**config.mk**
```make
export PLATFORM = sky130hd
export DESIGN_NAME = instr_fetch_unit
export DESIGN_NICKNAME = d
export VERILOG_FILES = /design/src/rtl/instr_fetch_unit.sv
export SDC_FILE = /design/constraint.sdc
export NUM_CORES = 1
export LEC_CHECK = 0
export ABC_AREA = 1
export BUFFER_PORTS_ARGS = -buffer_cell sky130_fd_sc_hd__buf_4
export CAP_MARGIN = 5
export CORE_MARGIN = 2
export CORE_UTILIZATION = 54
export CTS_CLUSTER_SIZE = 8
export DETAILED_ROUTE_END_ITERATION = 8
export PLACE_DENSITY = 0.82
export SYNTH_ARGS = -nofsm -noshare
export SYNTH_HDL_FRONTEND = slang
export SYNTH_SLANG_ARGS = --single-unit
export TNS_END_PERCENT = 1
```
**constraint.sdc**
```tcl
create_clock -name clk -period 3.09 [get_ports clk]
set_input_delay 0.927 -clock clk [delete_from_list [all_inputs] [get_ports clk]]
set_output_delay 0.927 -clock clk [all_outputs]
set_load 0.05 [all_outputs]
```
**src/rtl/instr_fetch_unit.sv**
```systemverilog
// rtl/instr_fetch_unit.sv - program counter, instruction fetch handshake and instruction register
module instr_fetch_unit #(
  parameter logic [31:0] RESET_PC    = 32'h0000_0000,
  parameter int          TIMEOUT_CYC = 16,
  parameter logic [31:0] NOP_INSTR   = 32'h0000_0013
) (
  input  logic        clk,
  input  logic        reset,
  input  logic        PCEn,
  input  logic        branch,
  input  logic        btaken,
  input  logic        jal,
  input  logic        jalr,
  input  logic [31:0] imm,
  input  logic [31:0] rs1Data,
  input  logic [31:0] imem_rdata,
  input  logic        imem_rvalid,
  output logic        imem_req,
  output logic [31:0] imem_addr,
  output logic [31:0] pc,
  output logic [31:0] pcPlus4,
  output logic [31:0] instrCode,
  output logic        instr_valid,
  output logic        fetch_busy,
  output logic        fetch_err,
  output logic        misalign_err
);

  localparam int CW = (TIMEOUT_CYC > 1) ? $clog2(TIMEOUT_CYC) : 1;

  typedef enum logic [1:0] {S_REQ, S_VALID, S_ERR} state_e;

  state_e          state_q, state_d;
  logic [31:0]     pc_q, pc_d;
  logic [31:0]     instr_q, instr_d;
  logic [CW-1:0]   cnt_q, cnt_d;
  logic [31:0]     next_pc;
  logic [31:0]     jalr_sum;
  logic [31:0]     pc_imm;
  logic            timeout_hit;
  logic            fetch_err_c;
  logic            misalign_c;

  assign pcPlus4  = pc_q + 32'd4;
  assign pc_imm   = pc_q + imm;
  assign jalr_sum = rs1Data + imm;

  always_comb begin
    if (jalr) begin
      next_pc = jalr_sum & ~32'h1;
    end else if (jal || (branch && btaken)) begin
      next_pc = pc_imm;
    end else begin
      next_pc = pcPlus4;
    end
  end

  assign timeout_hit = (TIMEOUT_CYC != 0) && (cnt_q == CW'(TIMEOUT_CYC - 1));

  always_comb begin
    state_d     = state_q;
    pc_d        = pc_q;
    instr_d     = instr_q;
    cnt_d       = cnt_q;
    fetch_err_c = 1'b0;
    misalign_c  = 1'b0;
    case (state_q)
      S_REQ: begin
        // A response arriving in the timeout cycle still counts as a good fetch
        if (imem_rvalid) begin
          instr_d = imem_rdata;
          state_d = S_VALID;
        end else if (timeout_hit) begin
          fetch_err_c = 1'b1;
          instr_d     = NOP_INSTR;
          state_d     = S_ERR;
        end else begin
          cnt_d = cnt_q + 1'b1;
        end
      end
      S_VALID: begin
        if (PCEn) begin
          if (next_pc[1]) begin
            misalign_c = 1'b1;
            state_d    = S_ERR;
          end else begin
            pc_d    = next_pc;
            cnt_d   = '0;
            state_d = S_REQ;
          end
        end
      end
      S_ERR: begin
        state_d = S_ERR;
      end
      default: begin
        state_d = S_ERR;
      end
    endcase
  end

  always_ff @(posedge clk) begin
    if (!reset) begin
      state_q <= S_REQ;
      pc_q    <= RESET_PC;
      instr_q <= NOP_INSTR;
      cnt_q   <= '0;
    end else begin
      state_q <= state_d;
      pc_q    <= pc_d;
      instr_q <= instr_d;
      cnt_q   <= cnt_d;
    end
  end

  // Request and error pulses are held off while reset is asserted
  assign imem_req     = reset && (state_q == S_REQ);
  assign fetch_err    = reset && fetch_err_c;
  assign misalign_err = reset && misalign_c;
  assign imem_addr    = pc_q;
  assign pc           = pc_q;
  assign instrCode    = instr_q;
  assign instr_valid  = (state_q == S_VALID);
  assign fetch_busy   = (state_q != S_VALID);

endmodule

```
# [After elaboration in Yosys (flattened, before gate mapping)]
# Cells that the tools add are included.
[op_classes] addsub=4 n_eq_ne=8 n_mux=20 bitwise_logic=1 reduce_logical=12
[op_table] cell="32-bit 2-to-1 mux" count=4
[op_table] cell="32-bit adder" count=2
[op_table] cell="32-bit by 3-bit adder with 32-bit output (second input constant)" count=1
[op_table] cell="4-bit 2-to-1 mux" count=4
[op_table] cell="2-bit 2-to-1 mux" count=4
[op_table] cell="2-bit inequality test (second input constant)" count=4
[op_table] cell="4-bit one-hot mux with 2 select lines" count=1
[op_table] cell="1-bit 2-to-1 mux" count=6
[op_table] cell="5-bit AND reduction" count=1
[op_table] cell="4-bit by 1-bit adder with 4-bit output (second input constant)" count=1
[op_table] cell="4-bit equality test (second input constant)" count=1
[op_table] cell="1-bit logical AND" count=4
[op_table] cell="2-bit one-hot mux with 2 select lines" count=1
[op_table] cell="2-bit AND reduction" count=2
[op_table] cell="2-bit nonzero test" count=2
[op_table] cell="3-bit inequality test (second input constant)" count=1
[op_table] cell="3-bit AND reduction" count=1
[op_table] cell="2-bit by 1-bit equality test with 1-bit output (second input constant)" count=1
[op_table] cell="2-bit logical NOT" count=1
[op_table] cell="2-bit by 1-bit inequality test with 1-bit output (second input constant)" count=1
[op_table] cell="1-bit logical OR" count=1
[op_table] cell="1-bit NOT" count=1
[word_totals] regBits=69 input_bits=104 output_inout_bits=133 elab_cells=49

# [Depth between registers and ports, before layout]
# Gate-level depths: netlist of the first run.
[depth] word_depth=8 mapped_depth=17 ltp_nobuf=17

# [Worst setup path after synthesis of the first run]
# No wires, ideal clock.
[synth_path] path_kind="register to output" from="reg state_q[0]" to="out misalign_err" t_arrival_ps=2923 t_required_ps=2163 slack_ps=-760 path_stages_with_launch=7 n_path_buf=0 path_cell_list="dfxtp_1 -> inv_1 -> nor2_1 -> inv_1 -> nor2_1 -> inv_1 -> nor3_1"
[synth_between] elab_chain_len=3
[synth_rtl] element="start: declaration" line_no="33" source="state_e state_q, state_d;"
[synth_rtl] element="start signal: assignment" line_no="109" source="state_q <= state_d;"
[synth_rtl] element="2-bit by 1-bit equality test with 1-bit output"
[synth_rtl] element="named net instr_valid" line_no="23" source="output logic instr_valid,"
[synth_rtl] element="1-bit 2-to-1 mux" line_no="67" source="case (state_q)"
[synth_rtl] element="1-bit logical AND" line_no="119" source="assign misalign_err = reset && misalign_c;"
[synth_rtl] element="end: declaration" line_no="26" source="output logic misalign_err"
# The timed path passes the listed nets, and every way through them passes these cells.

# [Final worst setup path of the first run]
[layout_path] from="in imm[0]" to="out misalign_err"
[layout_between] elab_chain_len=7 elab_cells_between_ends=8 cone_classes="add/sub: 2; mux: 5; reduce/logical: 1"
[layout_rtl] element="start: declaration" line_no="14" source="input logic [31:0] imm,"
[layout_rtl] element="32-bit adder" line_no="45" source="assign pc_imm = pc_q + imm;"
[layout_rtl] element="32-bit 2-to-1 mux" line_no="51" source="end else if (jal || (branch && btaken)) begin"
[layout_rtl] element="32-bit 2-to-1 mux *" line_no="49" source="if (jalr) begin"
[layout_rtl] element="1-bit 2-to-1 mux *" line_no="83" source="if (next_pc[1]) begin"
[layout_rtl] element="1-bit 2-to-1 mux *" line_no="82" source="if (PCEn) begin"
[layout_rtl] element="1-bit 2-to-1 mux *" line_no="67"
[layout_rtl] element="1-bit logical AND *" line_no="119"
# Every way passes the cells marked *; elsewhere a longest branch is shown, timed or not.

==> metrics list, run 1 <==
- Area Overhead vs Synth: 28.8%
- In the post-synthesis netlist, the biggest area contributors are sky130_fd_sc_hd__nand2_1 (20%), sky130_fd_sc_hd__dfxtp_1 (17%), sky130_fd_sc_hd__ha_1 (9.5%), sky130_fd_sc_hd__inv_1 (9.3%), sky130_fd_sc_hd__a21oi_1 (7.7%).
- Summed over all nets, the switching power comes to 1.62 mW.
- On the final layout, the worst hold slack is 0.462 ns.
- In this run the standard cell core region covers 15100 um2.
* CP Class: in2out
- Number of remaining DRC errors: 0
- Cell count after synthesis: 1467
- Number of pins with negative max-slew slack in the final report: 0
- Post-synthesis instance area: 8300 um2
* Via-per-instance ratio: 5.60
- Cell taking the most area after synthesis: sky130_fd_sc_hd__nand2_1
* Register bit count reported by yosys: 69
* Drt pass-1 iters: 6
* Routed vias: 10.6k
- Setup repair after global routing could not meet its margin everywhere.
- Number of buffers created by CTS: 9
* Main synth FF type: sky130_fd_sc_hd__dfxtp_1
* Fraction of the cycle the final worst path needs: 99.9%
- Congestion Overflow GR: 0
- Routed len/inst: 16.7 um
- Total routing usage reported by global routing: 37.4%
* Average cell area after synthesis: 5.66 um2
- The flow ran to the end, and the final reports show no timing, DRC or antenna violations.
* Diodes inserted: 0
* Required time at the worst-slack endpoint: 2.16 ns
* Capturing element type of the critical path: output pin
* Worst hold path stage count: 2
* Part of the total power dissipated in the clock network: 30.7%
* H-tree depth: 3
- Max-slew headroom: 66.2%
- The hold violation count in the final report was 0.
- Per report_power, the sequential group accounts for 26.1% of the total.
- Switching part of the total: 42.2%
* Height of the die: 128 um
- Entering global routing, the biggest net connects 39 pins.
- Hold buffer count at CTS: 0
- For the pin with the worst max-slew slack, the measured transition is 0.507 ns.
* Number of distinct standard cells referenced by the synthesized netlist: 47
- DRT iter0 DRCs: 1014
- Clock latency of the later-clocked register in the worst-skew pair: 0.34 ns
- Number of failing setup endpoints in the final timing report: 0
- I/O Buffers: 233
* HPWL after DPL: 24900 um
* Static leakage power: 5.74 nW
- The internal power of the cells totals 2.22 mW.
* Total power of the final layout: 3.84 mW
* Reg-to-reg endpoint: imem_addr[30]
- For this design the ratio of total power to cell area is 359 nW/um2.
- Vias in the first global route: 9641
* Worst setup slack for register-to-register paths: 0.65 ns
* Effective utilization at floorplan: 55.0%
* Maximum clock frequency: 324 MHz
- After synthesis, flip-flops and latches occupy 16.6% of the total area.
- Placed Instance Area: 10200 um2
* Final period demand of the worst path: 3.09 ns
- Share of post-route cells with drive strength above 1: 19.9%
- The clock drives 69 sinks.
* Arrival time of data at the critical path endpoint: 2.16 ns
- Counting flops with a built-in enable in the synthesized netlist gives 0.
- Counting flops with an async set or reset pin after synthesis yields a share of 0%.
- VDD IR max: 0.306 mV
* Cells on worst reg2reg path: 14
- The worst setup path is launched from an input port.
- Counting the fill cells in the layout gives 1404.
* Area share of the largest cell type after synthesis: 20.4%
* Hold Crit Start: instrCode[14]
- The floorplan step defined a die boundary enclosing 16400 um2.
- In this run the core area contains 45 standard-cell rows.
- Smallest setup slack after layout: 0.00365 ns
- The initial antenna violation count came to 0.
- Remaining antenna violation count: 0
* Clock Tree Buf Depth: 2
* Yosys Warn Count: 0
- Worst clock skew: 0.0120 ns
- OpenSTA, run right after detailed placement, puts the worst setup slack at -0.0760 ns.
- Post-layout net count: 1860
- Total wire length: 31500 um
* Die width: 128 um
- The root buffer cell chosen for the clock tree is sky130_fd_sc_hd__clkbuf_16.
* Part of the total power dissipated in combinational logic: 43.2%
* I/O pins: 237
- Max-cap violations in this run came to 0.
* Startpoint of the lowest-slack register-to-register path: imem_addr[7]
- Global-route wire length before repair: 48600 um
- Weighted congestion reported at the end of routability-driven placement: 0.979
- Fraction of the core area covered by cells at the end of the flow: 70.8%
- TritonCTS built the clock tree.
- Worst-path clk slew: 0.06 ns
- Hold worst-path end: instrCode[14]
* Largest fanout on the critical path: 2
- After routing the design area is 10700 um2.
* Kind of path behind the tightest hold check: reg2reg
[area by class of cell]
type / instances / area, um2 / area share [%]
inverters: 209 / 785 / 7.34
flip-flops and latches: 69 / 1400 / 13.1
repair buffers: 279 / 2110 / 19.7
multi-input cells: 1124 / 5830 / 54.6
clock inverters: 7 / 105 / 0.983
well taps: 188 / 235 / 2.20
clock buffers: 9 / 225 / 2.11
[how the worst max path moves through the flow]
stage / startpoint / endpoint / slack (ns) / cells after the start
floorplan: imem_addr[2] / pcPlus4[20] / -0.20 / 9
global placement: imm[0] / misalign_err / -0.05 / 7
detailed placement: imm[0] / misalign_err / -0.08 / 7
CTS: imm[0] / misalign_err / -0.005 / 7
global route: imem_addr[2] / pcPlus4[22] / -0.05 / 10
finish: imm[0] / misalign_err / 0.004 / 7
[metal layers]
metal	track usage, %	vias to the layer above	share of wire [%]
met4	16.8	0	4.8
li1	-	5138	-
met5	0	-	0
met2	61.7	576	46
met3	6.59	107	9.3
met1	47.7	4740	40
[power by group through the flow]
stage	sequential [mW]	clock, mW	combinational [mW]
global route	1.01	1.22	1.79
global placement	1.02	0	1.60
floorplan	1.18	0	0.930
detailed placement	1.02	0	1.62
CTS	0.998	1.18	1.63
finish	1.00	1.18	1.66
[what timing repair did]
item / 4_1_cts / 5_1_grt
gates resized for setup: 8 / 21
pin swaps: 1 / 1
endpoints found under the setup margin: 8 / 20
setup buffers: 3 / 0
[flip-flops by register name (all words and copies together), names as in the netlist]
| name | count |
|---|---|
| cnt_q | 4 |
| imem_addr | 31 |
| instrCode | 32 |
| state_q | 2 |
[cells by family (layout without fill, tap and decap cells)]
group,count (synthesis),in the layout,synth area share [%]
AOI/OAI and AO/OA,245,245,16.0
adders and majority gates,64,64,9.74
and+or+nand+nor,771,771,39.0
DFF,69,69,16.6
other,1,3,0.0452
xor gates and xnor gates,41,41,4.33
buffers and inverters,276,504,14.3
[cell usage after synthesis, drive strengths merged, types with 2 or more instances]
cell    count
nand2     455
inv       209
nor2      140
a21oi     129
nand3     109
o21ai      73
dfxtp      69
ha         63
buf        44
xor2       36
nor3       28
clkbuf     23
nand4      15
o21bai     14
nand3b     11
a31oi       7
o211ai      6
xnor2       5
and2        4
nor4        4
a21o        3
o21a        3
o22ai       3
or2         3
a211oi      2
[cells in the final DEF (no fill, tap or decap), drive strengths merged, types with 2 or more instances in the layout]
| cell type | n |
|---|---|
| o211ai | 6 |
| nand3b | 11 |
| nand4 | 15 |
| xor2 | 36 |
| and2 | 4 |
| a211oi | 2 |
| nor3 | 28 |
| nor4 | 4 |
| o21ai | 73 |
| o21a | 3 |
| a21o | 3 |
| conb | 3 |
| or2 | 3 |
| dfxtp | 69 |
| o22ai | 3 |
| bufinv | 2 |
| xnor2 | 5 |
| nand3 | 109 |
| buf | 279 |
| ha | 63 |
| nand2 | 455 |
| inv | 213 |
| a31oi | 7 |
| nor2 | 140 |
| a21oi | 129 |
| clkbuf | 9 |
| o21bai | 14 |
[critical path: stages]
cell and delay, ns:
sky130_fd_sc_hd__buf_4 0.12, sky130_fd_sc_hd__nand2_1 0.09, sky130_fd_sc_hd__fa_1 0.42, sky130_fd_sc_hd__o21ai_2 0.19, sky130_fd_sc_hd__inv_1 0.09, sky130_fd_sc_hd__nor3_2 0.14
sky130_fd_sc_hd__buf_6 0.18
[per-stage QoR]
step | TNS, ns | instances
floorplan | -0.806 | 1469
global placement | -0.0509 | 1866
detailed placement | -0.0760 | 1866
CTS | -0.00530 | 1885
global route | -0.190 | 1885
finish | 0 | 1885
No activity file was read; power rests on OpenSTA's default activity.
==> inputs of run 2 (changes only) <==
PLACE_DENSITY = 0.83   (was 0.82)
==> metrics list, run 2 (same netlist as run 1, synthesis figures left out) <==
- Area Overhead vs Synth: 28.6%
* Share of post-route cells with drive strength above 1: 19.9% (about the same)
- Global-route wire length before repair: 48500 um (-0.33%)
- The placed wire-length estimate was 25300 um (+1.6%).
* Cells on worst reg2reg path: 14 (unchanged)
* Cells traversed along the worst timing path: buf_6 -> inv_2 -> fa_1 -> o21ai_2 -> inv_2 -> nor3_4 -> buf_6
- Weighted congestion reported at the end of routability-driven placement: 0.969 (-1.0%)
* Static leakage power: 5.72 nW (-0.25%)
- The flip-flop count of the largest register after layout is 32 (unchanged).
- Worst setup slack for register-to-register paths: 0.61 ns (-0.04 ns)
- Number of failing setup endpoints in the final timing report: 1 (+1)
* Kind of path behind the tightest hold check: reg2reg
- Total wire length: 31400 um (-0.37%)
- The clock skew after layout is 0.0102 ns (-0.00177 ns).
* Sum of buffers and inverters on the critical path: 4 (+1)
- Pin count of the biggest net entering global routing: 39 (unchanged)
- RSZ-0062 raised after global routing: true
- TritonCTS built the clock tree.
- The number of rows in the core area came to 45 (unchanged).
- The number of maximum-capacitance violations is 0 (unchanged).
* Worst hold path stage count: 2 (unchanged)
- The initial core utilization was 55.0% (unchanged).
- Die Footprint: 16400 um2 (unchanged)
* Failing checks: setup timing
* Routed len/inst: 16.6 um (-0.31%)
- The horizontal die dimension is 128 um (unchanged).
- The post-layout minimum cycle time came to 3.13 ns (+0.0433 ns).
* Hold buffer count at CTS: 0 (unchanged)
- Largest fanout on the critical path: 2 (unchanged)
- The I/O pin count was 237 (unchanged).
- Via-per-instance ratio: 5.58 (-0.36%)
- Non-filler cells in the finished layout: 1884 (-0.053%)
* Hold worst-path end: instrCode[28]
- Diodes inserted: 0 (unchanged)
- Leading cell types in the layout, fill and taps excluded: sky130_fd_sc_hd__nand2_1 (450), sky130_fd_sc_hd__buf_4 (273), sky130_fd_sc_hd__inv_1 (203)
* Power per standard cell area: 353 nW/um2 (-1.5%)
* Routed vias: 10.5k (-0.42%)
- Status: complete, but fails checks
- Worst stage delay on the critical path: 0.49 ns (+0.07 ns)
- The kind of cell with the highest combined delay along the critical path is adder cells.
* Fraction of the cycle the final worst path needs: 101% (+1.4 points)
- The number of placed cells counting well taps was 1864 (-0.11%).
- The die height was 128 um (unchanged).
- Clock Tree Buf Depth: 2 (unchanged)
* Total routing usage reported by global routing: 37.5% (+0.078 points)
- The hold violation count in the final report came to 0 (unchanged).
- Sink count of the clock tree: 69 (unchanged)
- DRT iter0 DRCs: 1059 (+4.4%)
- The residual overflow from global routing is 0 (unchanged).
- Clock latency of the later-clocked register in the worst-skew pair: 0.34 ns (about the same)
* VDD IR max: 0.261 mV (-15%)
* I/O Buffers: 233 (unchanged)
* Arrival time of data at the critical path endpoint: 2.20 ns (+0.04 ns)
- The filler cell count in the final layout was 1406 (+0.14%).
- The area used by multi-input combinational logic came to 5820 um2 (-0.15%).
- Worst-path clk slew: 0.06 ns (about the same)
* Required time at the worst-slack endpoint: 2.16 ns (about the same)
* Startpoint of the lowest-slack register-to-register path: imem_addr[2]
- Among all stages on the critical path, the largest delay is contributed by sky130_fd_sc_hd__fa_1.
- The area occupied by registers is 1400 um2 (+0.18%).
- The minimum setup slack in the final design was -0.0397 ns (-0.0433 ns).
- The first-pass iteration count of the detailed router was 6 (unchanged).
- The final worst hold slack is 0.462 ns (+0.0000370 ns).
- Number of remaining DRC errors: 0 (unchanged)
- Launching element type of the critical path: input port
* Vias in the first global route: 9695 (+0.56%)
- The standard cell core area was 15100 um2 (unchanged).
* H-tree depth: 3 (unchanged)
- The final number of max-transition violations is 0 (unchanged).
* Leading cell type in the layout, fill and taps excluded: sky130_fd_sc_hd__nand2_1
* Capturing element type of the critical path: output pin
- Remaining antenna violation count: 0 (unchanged)
- The CTS buffer count was 9 (unchanged).
- The initial antenna violation count is 0 (unchanged).
* CP Class: in2out
- Post-layout net count: 1859 (-0.054%)
- In this run the critical register-to-register path is captured at imem_addr[26].
* Clock root buffer: sky130_fd_sc_hd__clkbuf_16
- Hold Crit Start: instrCode[28]
- The maximum achievable frequency is 320 MHz (-1.4%).
[run 2: per-layer routing]
| metal | global-route usage (%) | share of wire [%] |
|---|---|---|
| met1 | 48.4 | 41 |
| met2 | 59.9 | 44 |
| met3 | 6.68 | 9.7 |
| met4 | 18.8 | 5.2 |
| met5 | 2.17 | 0.14 |
[run 2: where the power goes]
part           switching, mW  total [mW]  internal (mW)
registers             0.0561        1.00          0.945
clock network          0.460        1.11          0.647
logic                   1.11        1.66          0.551
total                   1.63        3.77           2.14
[run 2: worst max path at each step]
stage                             from            to  depth (start not counted)
after CTS                       imm[0]  misalign_err                          7
after global placement          imm[0]  misalign_err                          7
after detailed placement        imm[0]  misalign_err                          7
final                           imm[1]  misalign_err                          7
after global routing            imm[1]  misalign_err                          7
after floorplan           imem_addr[2]   pcPlus4[20]                          9
[run 2: timing repair]
action                                  in CTS  in global routing
endpoints found under the setup margin      10                 13
pin swaps                                    1                  7
setup buffers                                2                  2
resized for setup                            7                 26
cloned                                       0                  0
[run 2: worst reg2reg max path: stages, from the launching register on]
cell and delay [ns]:
sky130_fd_sc_hd__dfxtp_4 0.37, sky130_fd_sc_hd__buf_4 0.15, sky130_fd_sc_hd__ha_1 0.31, sky130_fd_sc_hd__nand2_1 0.07
sky130_fd_sc_hd__a21oi_1 0.35, sky130_fd_sc_hd__nand2_1 0.10, sky130_fd_sc_hd__nand2_1 0.16, sky130_fd_sc_hd__nand2_1 0.09
sky130_fd_sc_hd__nand2_1 0.14, sky130_fd_sc_hd__nand3_1 0.13, sky130_fd_sc_hd__nand3_1 0.10, sky130_fd_sc_hd__nand2_1 0.05
sky130_fd_sc_hd__nand3_1 0.06, sky130_fd_sc_hd__nand2_1 0.06, sky130_fd_sc_hd__a21oi_1 0.25
[run 2: cell type report]
type,instances,share of cell area [%]
well taps,188,2.21
flip-flops and latches,69,13.1
clock inverters,7,0.833
multi-input cells,1124,54.6
repair buffers,278,19.8
clock buffers,9,2.11
inverters,209,7.35
[run 2: through the flow]
step | total power, mW | utilization (%) | setup WS, ns | TNS, ns | cell area, um2
after floorplan | 2.11 | - | -0.198 | -0.806 | 8330
after global placement | 2.62 | 67.8 | -0.0604 | -0.0604 | 10200
final | 3.77 | 70.7 | -0.0397 | -0.0397 | 10700
after CTS | 3.74 | 70.1 | -0.0160 | -0.0160 | 10600
after detailed placement | 2.64 | 67.8 | -0.0852 | -0.0852 | 10200
after global routing | 3.95 | 70.7 | -0.0967 | -0.211 | 10700
